[config.mk]
export PLATFORM = sky130hd
export DESIGN_NAME = core_cmd_driver
export DESIGN_NICKNAME = d
export VERILOG_FILES = /design/src/rtl/core_cmd_driver.sv
export SDC_FILE = /design/constraint.sdc
export NUM_CORES = 1
export LEC_CHECK = 0
export ABC_CLOCK_PERIOD_IN_PS = 2440
export CAP_MARGIN = 20
export CORE_ASPECT_RATIO = 1.5
export CORE_MARGIN = 4
export CORE_UTILIZATION = 44
export DETAILED_ROUTE_END_ITERATION = 10
export PLACE_DENSITY = 0.91
export SLEW_MARGIN = 20
export SYNTH_ARGS = -nofsm -noshare
export SYNTH_HDL_FRONTEND = slang
export SYNTH_SLANG_ARGS = --single-unit
export TNS_END_PERCENT = 50
[constraint.sdc]
create_clock -name clk -period 2.44 [get_ports clk]
set_input_delay 0.488 -clock clk [delete_from_list [all_inputs] [get_ports clk]]
set_output_delay 0.488 -clock clk [all_outputs]
set_load 0.005 [all_outputs]
[src/rtl/core_cmd_driver.sv]
// Host-side command master for the compute core: sequences BRAM word writes/reads,
// command-register loads and full instruction runs (issue, wait for done, NOP, drain).
module core_cmd_driver #(
  parameter int            READ_LAT = 2,
  parameter int            TW       = 20,
  parameter logic [TW-1:0] TIMEOUT  = 20'd1000000
) (
  input  logic        clk,
  input  logic        rst,
  input  logic        req_valid,
  output logic        req_ready,
  input  logic [1:0]  req_op,
  input  logic [9:0]  req_addr,
  input  logic [63:0] req_data,
  input  logic [34:0] req_cmd,
  output logic        rsp_valid,
  input  logic        rsp_ready,
  output logic [63:0] rsp_data,
  output logic [1:0]  rsp_status,
  output logic [9:0]  address_ext,
  output logic [63:0] dina_ext,
  output logic        wea_ext,
  output logic [34:0] command_in,
  output logic        command_we0,
  output logic        command_we1,
  input  logic [63:0] doutb_ext,
  input  logic        done_ins_computation,
  input  logic        error_trng
);

  typedef enum logic [3:0] {
    S_IDLE, S_WR, S_RD, S_LD1, S_EX_ISSUE, S_EX_WAIT, S_EX_CLEAR, S_EX_DRAIN, S_RSP
  } state_t;

  localparam logic [1:0] OP_WRITE   = 2'd0;
  localparam logic [1:0] OP_READ    = 2'd1;
  localparam logic [1:0] OP_EXEC    = 2'd2;
  localparam logic [1:0] ST_OK      = 2'd0;
  localparam logic [1:0] ST_TIMEOUT = 2'd1;
  localparam logic [1:0] ST_TRNG    = 2'd2;

  state_t        state_q, state_d;
  logic [TW-1:0] cnt_q, cnt_d;
  logic          trng_q, trng_d;
  logic          req_ready_q, req_ready_d;
  logic          rsp_valid_q, rsp_valid_d;
  logic [63:0]   rsp_data_q, rsp_data_d;
  logic [1:0]    rsp_status_q, rsp_status_d;
  logic [9:0]    addr_q, addr_d;
  logic [63:0]   dina_q, dina_d;
  logic          wea_q, wea_d;
  logic [34:0]   cmd_q, cmd_d;
  logic          we0_q, we0_d;
  logic          we1_q, we1_d;

  always_comb begin
    state_d      = state_q;
    cnt_d        = cnt_q;
    trng_d       = trng_q;
    req_ready_d  = req_ready_q;
    rsp_valid_d  = rsp_valid_q;
    rsp_data_d   = rsp_data_q;
    rsp_status_d = rsp_status_q;
    addr_d       = addr_q;
    dina_d       = dina_q;
    cmd_d        = cmd_q;
    // Strobes default low so every core write is a single-cycle pulse.
    wea_d        = 1'b0;
    we0_d        = 1'b0;
    we1_d        = 1'b0;

    case (state_q)
      S_IDLE: begin
        if (req_valid && req_ready_q) begin
          req_ready_d  = 1'b0;
          rsp_data_d   = '0;
          rsp_status_d = ST_OK;
          case (req_op)
            OP_WRITE: begin
              state_d = S_WR;
              addr_d  = req_addr;
              dina_d  = req_data;
              wea_d   = 1'b1;
            end
            OP_READ: begin
              state_d = S_RD;
              addr_d  = req_addr;
              cnt_d   = '0;
            end
            OP_EXEC: begin
              state_d = S_EX_ISSUE;
              cmd_d   = req_cmd;
              we0_d   = 1'b1;
            end
            default: begin
              state_d = S_LD1;
              cmd_d   = req_cmd;
              we1_d   = 1'b1;
            end
          endcase
        end
      end
      S_WR, S_LD1: begin
        state_d     = S_RSP;
        rsp_valid_d = 1'b1;
      end
      S_RD: begin
        if (cnt_q == TW'(READ_LAT)) begin
          rsp_data_d  = doutb_ext;
          rsp_valid_d = 1'b1;
          state_d     = S_RSP;
        end else begin
          cnt_d = cnt_q + 1'b1;
        end
      end
      S_EX_ISSUE: begin
        cnt_d   = '0;
        trng_d  = 1'b0;
        state_d = S_EX_WAIT;
      end
      S_EX_WAIT: begin
        trng_d = trng_q | error_trng;
        // done is tested first so it wins over a simultaneous timeout.
        if (done_ins_computation) begin
          rsp_status_d = trng_d ? ST_TRNG : ST_OK;
          cmd_d        = '0;
          we0_d        = 1'b1;
          state_d      = S_EX_CLEAR;
        end else if (cnt_q == TIMEOUT - 1'b1) begin
          rsp_status_d = ST_TIMEOUT;
          cmd_d        = '0;
          we0_d        = 1'b1;
          state_d      = S_EX_CLEAR;
        end else if (cnt_q != '1) begin
          cnt_d = cnt_q + 1'b1;
        end
      end
      S_EX_CLEAR: state_d = S_EX_DRAIN;
      S_EX_DRAIN: begin
        if (!done_ins_computation) begin
          rsp_valid_d = 1'b1;
          state_d     = S_RSP;
        end
      end
      S_RSP: begin
        if (rsp_ready) begin
          rsp_valid_d = 1'b0;
          req_ready_d = 1'b1;
          state_d     = S_IDLE;
        end
      end
      default: state_d = S_IDLE;
    endcase
  end

  always_ff @(posedge clk or negedge rst) begin
    if (!rst) begin
      state_q      <= S_IDLE;
      cnt_q        <= '0;
      trng_q       <= 1'b0;
      req_ready_q  <= 1'b1;
      rsp_valid_q  <= 1'b0;
      rsp_data_q   <= '0;
      rsp_status_q <= ST_OK;
      addr_q       <= '0;
      dina_q       <= '0;
      wea_q        <= 1'b0;
      cmd_q        <= '0;
      we0_q        <= 1'b0;
      we1_q        <= 1'b0;
    end else begin
      state_q      <= state_d;
      cnt_q        <= cnt_d;
      trng_q       <= trng_d;
      req_ready_q  <= req_ready_d;
      rsp_valid_q  <= rsp_valid_d;
      rsp_data_q   <= rsp_data_d;
      rsp_status_q <= rsp_status_d;
      addr_q       <= addr_d;
      dina_q       <= dina_d;
      wea_q        <= wea_d;
      cmd_q        <= cmd_d;
      we0_q        <= we0_d;
      we1_q        <= we1_d;
    end
  end

  assign req_ready   = req_ready_q;
  assign rsp_valid   = rsp_valid_q;
  assign rsp_data    = rsp_data_q;
  assign rsp_status  = rsp_status_q;
  assign address_ext = addr_q;
  assign dina_ext    = dina_q;
  assign wea_ext     = wea_q;
  assign command_in  = cmd_q;
  assign command_we0 = we0_q;
  assign command_we1 = we1_q;

endmodule
### After elaboration in Yosys (flattened, before gate mapping)

Cells that the tools add are included.

* register bits: 205
* bits of input ports: 181
* output and inout bits: 180

* add/sub/neg operators: 1
* equal/unequal tests: 24
* muxes and demuxes: 47
* bitwise operators: 1
* reduce and logical (&&, ||, !) cells: 21

Operators with widths (number)
* $mux W35: 4
* $mux W64: 2
* $pmux W64 S2: 1
* $mux W20: 6
* $pmux W20 S4: 1
* $pmux W35 S2: 1
* $pmux W4 S8: 1
* $mux W4: 6
* $add A20 B1 Y20 const B: 1
* $eq A20 B2 Y1 const B: 1
* $eq A20 B20 Y1 const B: 1
* $ne A20 B20 Y1 const B: 1
* $ne A2 B2 Y1 const B: 9
* $eq A4 B3 Y1 const B: 4
* $mux W1: 15
* $reduce_and A3 Y1: 5
* $pmux W3 S3: 1
* $eq A4 B2 Y1 const B: 2
* $mux W2: 4
* $reduce_and A4 Y1: 2
* $reduce_bool A2 Y1: 4
* $reduce_bool A4 Y1: 2
* $reduce_and A7 Y1: 1
* $pmux W1 S2: 3
* other kinds (15): 16

### Depth between registers and ports, before layout

Gate-level depths: netlist of run 1.

* depth in word-level cells: 5
* gate-level depth with buffers: 9

### Least setup slack after synthesis of run 1

OpenSTA, ideal clock, no wires.

* path kind: register to register
* start point: register cnt_q[0]
* end point: register cnt_q[10]
* library setup time: 95 ps
* arrival time: 2121 ps
* data required time: 2345 ps
* path slack: 224 ps
* cell stages (with the launch flop): 9
* cell sequence: dfrtp_1 > ha_1 > nand3_1 > nor4_2 > o2111a_1 > or3_1 > buf_4 > buf_4 > o31ai_1

* cells in the longest elaborated chain, start to end: 5

Ends and longest elaborated chain
* start, declared: RTL line 43 `logic [TW-1:0] cnt_q, cnt_d;`
* start signal, assigned: RTL line 173 `cnt_q <= cnt_d;`
* $add A20 B1 Y20: RTL line 113, 135
* $mux W20: RTL line 134 `end else if (cnt_q != '1) begin`
* $mux W20: RTL line 129 `end else if (cnt_q == TIMEOUT - 1'b1) begin`
* $mux W20: RTL line 124 `if (done_ins_computation) begin`
* $pmux W20 S4: RTL line 72 `case (state_q)`

Several ways; a longest one is shown, not always the timed one. The select of a mux whose other input is x is not followed.
A chain may end at the register's enable or synchronous reset.

### Worst setup path after layout of run 1

* start point: register cnt_q[7]
* end point: register rsp_data_q[61] (netlist: rsp_data[61])

* cells in the longest elaborated chain, start to end: 3

Ends and longest elaborated chain
* $eq A20 B2 Y1: RTL line 108 `if (cnt_q == TW'(READ_LAT)) begin`
* $ne A2 B2 Y1 (no line)
* $reduce_and A3 Y1 (no line)
* end signal, assigned: RTL line 177 `rsp_data_q <= rsp_data_d;`
* end, declared: RTL line 47 `logic [63:0] rsp_data_q, rsp_data_d;`

Every way passes these cells.

==> flow_metrics.py, run 1 <==
metrics = {
    "outcome": {
        "outcome": "finished clean",
    },
    "min_path": {
        "hp-class": "register to register",
        "holdPathEnd": "dina_ext[0]",
        "worstHoldStart": "dina_ext[0]",
        "whs_path_depth": 1,
    },
    "sta": {
        "drv_slew": 0,
        "rsz0062_at_grt": "true",
        "finalHoldViolCount": 0,
        "period_share_pct": 99.9,
        "fin_crit_ns": 2.44,
        "clock_skew_ns": 0.00768,
        "tightest_slew_ns": 0.482,
        "slew_headroom_pct": 67.8,
        "max_clock_freq_mhz": 410,
        "setup_viol": 0,
        "layout_setup_ws_ns": 0.00238,
    },
    "logic_synthesis": {
        "async_reset_ff_share_pct": 100,
        "yosysSeqAreaShare_pct": 57.4,
        "synthXorXnorAreaFrac_pct": 0,
        "synthesis.nets": 927,
        "ys_warn_count": 0,
        "synth-compound-area-share_pct": 9.99,
        "syn-cell-area_mm2": 0.00894,
        "yosys_most_used_dff": "dfrtp_1",
        "synth_cell_types": 52,
        "synthCells": 740,
        "ys_ff_latch": 205,
        "synth_top_family_by_area": "multiplexers",
        "postSynthAreaPerCell_um2": 12.1,
        "synthAdderAreaFrac_pct": 0.840,
        "synthMuxAreaShare_pct": 16.6,
        "yosys.area_share.simple_pct": 8.66,
        "synth-edff-count": 0,
    },
    "critical_path": {
        "timing.reg2reg.setup_slack_ns": 0.002,
        "critPathRequiredTime_ns": 2.82,
        "arrival_ns": 2.82,
        "worstPathMaxFanout": 19,
        "start_kind": "register",
        "timing.rr.start": "cnt_q[7]",
        "worst-setup-path-type": "register to register",
        "end_kind": "register",
        "r2r-end": "rsp_data[61]",
        "worst-r2r-cell-count": 7,
    },
    "floorplan": {
        "die-area_mm2": 0.0227,
        "ios": 361,
        "die_y_um": 183,
        "start_util_pct": 45.0,
        "core-area_mm2": 0.0199,
        "fp.dieW_um": 124,
        "rows": 63,
    },
    "clocking": {
        "cts_made_buffers": 21,
        "cts_tree": "yes",
        "cts.sinks": 205,
        "insertion_delay_ns": 0.48,
        "path_clk_slew_ns": 0.06,
        "root_buffer": "clkbuf_16",
        "clock_path_buffers": 3,
        "htreeDepth": 1,
    },
    "final_layout": {
        "drive_above_1_share_pct": 15.8,
        "register_area_mm2": 0.00513,
        "area_growth_syn_to_layout_pct": 54.3,
        "fin_area_mm2": 0.0138,
        "layout_commonest_cell": "clkdlybuf4s50_1",
        "multi_input_comb_area_mm2": 0.00327,
        "final_cell_mix": "359 x clkdlybuf4s50_1, 203 x dfrtp_1, 78 x nand2_1",
        "fin_cells": 1404,
        "nNetsFinal": 1320,
        "fillers": 1377,
    },
    "global_route": {
        "grt_pass1_vias": 7874,
        "grt_antenna_before_repair": 1,
        "grt_pass1_wl_mm": 43.9,
        "grt_util_all_layers_pct": 24.0,
        "gr-total-overflow": 0,
        "grt_max_degree": 65,
    },
    "detailed_routing": {
        "wl_mm": 28.3,
        "avgViaCountPerCell": 5.23,
        "drtIter0Drc": 407,
        "drc": 0,
        "via_count": 7339,
        "firstDrtPassIters": 7,
        "drt.antenna.violating_nets": 0,
        "avgRoutedWirePerCell_um": 20.2,
    },
    "place": {
        "preCtsSetupSlack_ns": -0.297,
        "gp_congestion": 0.920,
        "portBuffers": 360,
        "place_area_mm2": 0.0131,
        "dp.cells": 1367,
        "dpl.hpwl_mm": 21.0,
    },
    "run": {
        "maxCapViolCount": 0,
    },
    "pwr": {
        "p_sw_w": 0.00318,
        "leakagePower_nw": 6.22,
        "total_power_w": 0.0109,
        "combPwrFrac_pct": 31.0,
        "switching_share_pct": 29.3,
        "clkPwrFrac_pct": 27.7,
        "vdd_ir_drop_max_uv": 610,
        "p_seq_share_pct": 41.2,
        "p_per_area_mw_per_mm2": 787,
        "internal_power_w": 0.00767,
    },
}
==> cell usage after synthesis, types with 5 or more instances <==
library cell    n  area share (%)
nand4_1         5            0.35
nand2_1        79             3.3
dfrtp_1       204              57
mux2_2         74             9.3
o41ai_1         6            0.59
o21ai_0        11            0.62
buf_2          14            0.78
buf_12          6             1.3
clkbuf_1       19            0.80
inv_1          71             3.0
a21oi_1         8            0.45
ha_1            6            0.84
nand3_1        12            0.67
o31ai_1        26             2.2
o21ai_1         5            0.28
a22o_1         37             3.6
a31oi_1        13            0.91
mux2i_1        65             7.3
nor2_1         20            0.84
==> per-stage QoR <==
stage / TNS (ns) / utilization (%) / hold WS, ns
floorplan: 0 / - / 0.192
global placement: -3.19 / 66.0 / 0.484
detailed placement: -4.13 / 66.0 / 0.481
CTS: 0 / 69.2 / 0.503
global route: -0.358 / 69.4 / 0.515
finish: 0 / 69.4 / 0.503
==> cell type report <==
type	instances	share of cell area (%)
clock inverters	6	0.417
diodes	1	0.0181
well taps	260	2.36
flip-flops and latches	205	37.2
repair buffers	416	30.3
inverters	71	1.93
multi-input cells	418	23.7
clock buffers	27	4.12
==> registers in the layout (all words and copies together), names as in the netlist <==
name and count:
address_ext 10, cnt_q 20, command_in 35, command_we0 1, command_we1 1, dina_ext 64
req_ready 1, rsp_data 64, rsp_status 2, rsp_valid 1, state_q 4, trng_q 1
wea_ext 1
==> power groups by stage <==
stage,Sequential (W),Clock (W),Combinational [W]
finish,0.00448,0.00301,0.00337
global route,0.00455,0.00323,0.00364
CTS,0.00447,0.00309,0.00337
detailed placement,0.00452,0,0.00333
global placement,0.00448,0,0.00323
floorplan,0.00445,0,0.00133
==> what timing repair did <==
item,in CTS,in global routing
hold endpoints to repair,39,0
hold buffers,1,0
setup buffers,0,2
resized for setup,1,5
pin swaps,0,0
endpoints found under the setup margin,1,30
==> routing by layer <==
| metal | share of wire (%) | GRT usage, % | wire length (um) |
|---|---|---|---|
| met1 | 35 | 26.6 | 9990 |
| met2 | 55 | 44.8 | 15400 |
| met3 | 5.2 | 4.19 | 1480 |
| met4 | 4.8 | 10.7 | 1370 |
| met5 | 0 | 0 | 0 |
==> cells by family after synthesis <==
kind of cell,count (synthesis)
buffers and inverters,117
flip-flops,205
adder cells (fa/ha/maj),6
multiplexers,139
AND/OR/NAND/NOR,153
AO/OA/AOI/OAI,120
==> worst max-delay path by stage <==
stage	from	to	cells after the start
2_1_floorplan	cnt_q[0]	cnt_q[10]	8
6_report	cnt_q[7]	rsp_data[61]	7
3_3_place_gp	req_op[1]	cnt_q[8]	9
3_5_place_dp	req_op[1]	cnt_q[8]	9
4_1_cts	cnt_q[7]	rsp_data[61]	7
5_1_grt	cnt_q[7]	rsp_data[61]	7
==> critical path, stage by stage (launching register included) <==
cell and delay (ns):
dfrtp_1 0.41, or4_4 0.60, nor4_4 0.30, a31oi_1 0.16
nor4_4 0.22, buf_12 0.19, buf_16 0.19, mux2i_2 0.26
Power figures use the tool's default switching activity.
==> run 2: changes to the inputs <==
- CORE_MARGIN: 4 -> 5
==> run 2 against run 1 <==
Net effect:
- hold slack got worse by 0.51 ns
- the run now ends with hold timing left
- largest power group unchanged
- critical path type unchanged
- via count rose by 1.5%
- sequential share of layout area fell by 0.097 points
==> flow_metrics.py, run 2 (synthesized netlist as in run 1, its figures left out) <==
metrics = {
    "outcome": {
        "outcome": "complete, but fails checks",
        "failed_checks": "hold timing",
    },
    "detailed_routing": {
        "drtIter0Drc": 377,
        "avgViaCountPerCell": 5.30,
        "drt.antenna.violating_nets": 0,
        "avgRoutedWirePerCell_um": 20.4,
        "wl_mm": 28.7,
        "drc": 0,
        "firstDrtPassIters": 6,
        "via_count": 7447,
    },
    "final_layout": {
        "layout_commonest_cell": "clkdlybuf4s50_1",
        "final_cell_mix": "359 x clkdlybuf4s50_1, 204 x dfrtp_1, 78 x nand2_1",
        "fin_area_mm2": 0.0138,
        "nNetsFinal": 1316,
        "drive_above_1_share_pct": 15.4,
        "finish.utilization_pct": 68.5,
        "fillers": 1418,
        "area_growth_syn_to_layout_pct": 54.7,
        "fin_cells": 1406,
        "n_antenna_cell": 0,
    },
    "critical_path": {
        "worst-r2r-cell-count": 7,
        "worstPathMaxFanout": 13,
        "critPathRequiredTime_ns": 2.83,
        "cpPeakStageDelay_ns": 0.59,
        "arrival_ns": 2.78,
        "worst-setup-path-type": "register to register",
        "slowest_stage": "or4_4",
        "crit_chain": "or4_4 -> nor4_4 -> a31oi_2 -> nor4_4 -> buf_12 -> buf_12 -> mux2i_1",
        "start_kind": "register",
        "end_kind": "register",
    },
    "clocking": {
        "cts.sinks": 205,
        "insertion_delay_ns": 0.49,
        "cts-hold-fix-buffers": 0,
        "cts_tree": "yes",
        "path_clk_slew_ns": 0.06,
        "htreeDepth": 1,
        "clock_path_buffers": 3,
        "cts_made_buffers": 21,
        "root_buffer": "clkbuf_16",
    },
    "global_route": {
        "grt_util_all_layers_pct": 23.7,
        "grt_pass1_vias": 7813,
        "gr-total-overflow": 0,
        "grt_pass1_wl_mm": 44.0,
        "grt_antenna_before_repair": 0,
        "grt_max_degree": 65,
    },
    "floorplan": {
        "start_util_pct": 44.3,
        "ios": 361,
        "die_y_um": 185,
        "rows": 64,
        "core-area_mm2": 0.0202,
        "die-area_mm2": 0.0233,
        "fp.dieW_um": 126,
    },
    "place": {
        "place_area_mm2": 0.0131,
        "gp_congestion": 0.864,
        "dp.cells": 1366,
        "portBuffers": 360,
        "preCtsSetupSlack_ns": -0.197,
        "dpl.hpwl_mm": 21.7,
    },
    "sta": {
        "tightest_slew_ns": 0.686,
        "layout_setup_ws_ns": 0.0468,
        "drv_slew": 0,
        "fin_crit_ns": 2.39,
        "slew_headroom_pct": 54.3,
        "finalHoldViolCount": 1,
        "max_clock_freq_mhz": 418,
        "setup_viol": 0,
        "whs_ns": -0.00229,
        "period_share_pct": 98.1,
        "clock_skew_ns": 0.0138,
        "rsz0062_at_grt": "true",
    },
    "pwr": {
        "leakagePower_nw": 6.23,
        "p_per_area_mw_per_mm2": 787,
        "vdd_ir_drop_max_uv": 533,
    },
    "min_path": {
        "hp-class": "input port to async pin",
    },
    "run": {
        "maxCapViolCount": 0,
    },
}
## run 2: changes by cell type in the layout (fill, tap and decap cells not counted), moves of 2 or more
cell and delta:
buf_12 +4, buf_4 -6, clkbuf_1 +4, clkbuf_8 +3
clkinv_2 -3, mux2i_1 +2, mux2i_2 -4, mux2i_4 +2
## run 2: repair_timing
item / 4_1_cts / 5_1_grt
endpoints found under the setup margin: 1 / 46
hold endpoints to repair: 0 / 0
setup buffers: 2 / 2
pin swaps: 0 / 1
cloned: 0 / 0
gates resized for setup: 1 / 5
## run 2: routing by layer
metal  share of wire [%]  wire length, um  GRT usage [%]  up-vias
met1                  35            10100           26.9     3667
met2                  53            15100           41.9      312
met4                 6.2             1780           12.6        0
li1                    -                -              -     3355
met3                 5.9             1690           4.47      113
met5                   0                0              0        -
## run 2: path summary, 6_finish.rpt
check | slack [ns] | startpoint | endpoint
setup reg to reg | 0.05 | cnt_q[11] | rsp_data[41]
max in group asynchronous | 1.76 | rst | dina_ext[60]
hold reg to reg | 0.50 | command_in[10] | command_in[10]
min in group clk | 0.50 | command_in[10] | command_in[10]
hold / removal | -0.002 | rst | rsp_data[0]
setup / recovery | 0.05 | cnt_q[11] | rsp_data[41]
## run 2: final cells by class
class,count,area [um^2],area share (%)
Multi-Input combinational cell,418,3290,23.8
Clock buffer,34,624,4.52
Timing Repair Buffer,412,4170,30.2
Tap cell,264,330,2.39
Clock inverter,2,13.8,0.0995
Sequential cell,205,5130,37.1
Inverter,71,267,1.93
## run 2: through the flow
stage,total power [W],setup TNS [ns]
final,0.0109,0
after global routing,0.0115,-0.779
after CTS,0.0109,0
after detailed placement,0.00786,-4.11
after global placement,0.00770,-1.48
after floorplan,0.00578,0
## run 2: power by group
group          total [W]  switching [W]  internal (W)
clock            0.00303        0.00128       0.00174
combinational    0.00338        0.00147       0.00191
sequential       0.00447       0.000451       0.00402
total             0.0109        0.00320       0.00768
## run 2: critical path: cells and delay by family (launching register included)
family | cells | cell delay (ns)
and+or+nand+nor | 3 | 1.14
DFF | 1 | 0.38
buffers and inverters | 2 | 0.36
muxes | 1 | 0.24
AOI/OAI and AO/OA | 1 | 0.16
==> run 3: changes to the inputs <==
- SLEW_MARGIN: 20 -> 25
==> results of run 3 <==
No change in the layout: final DEF, timing and power equal those of run 2.
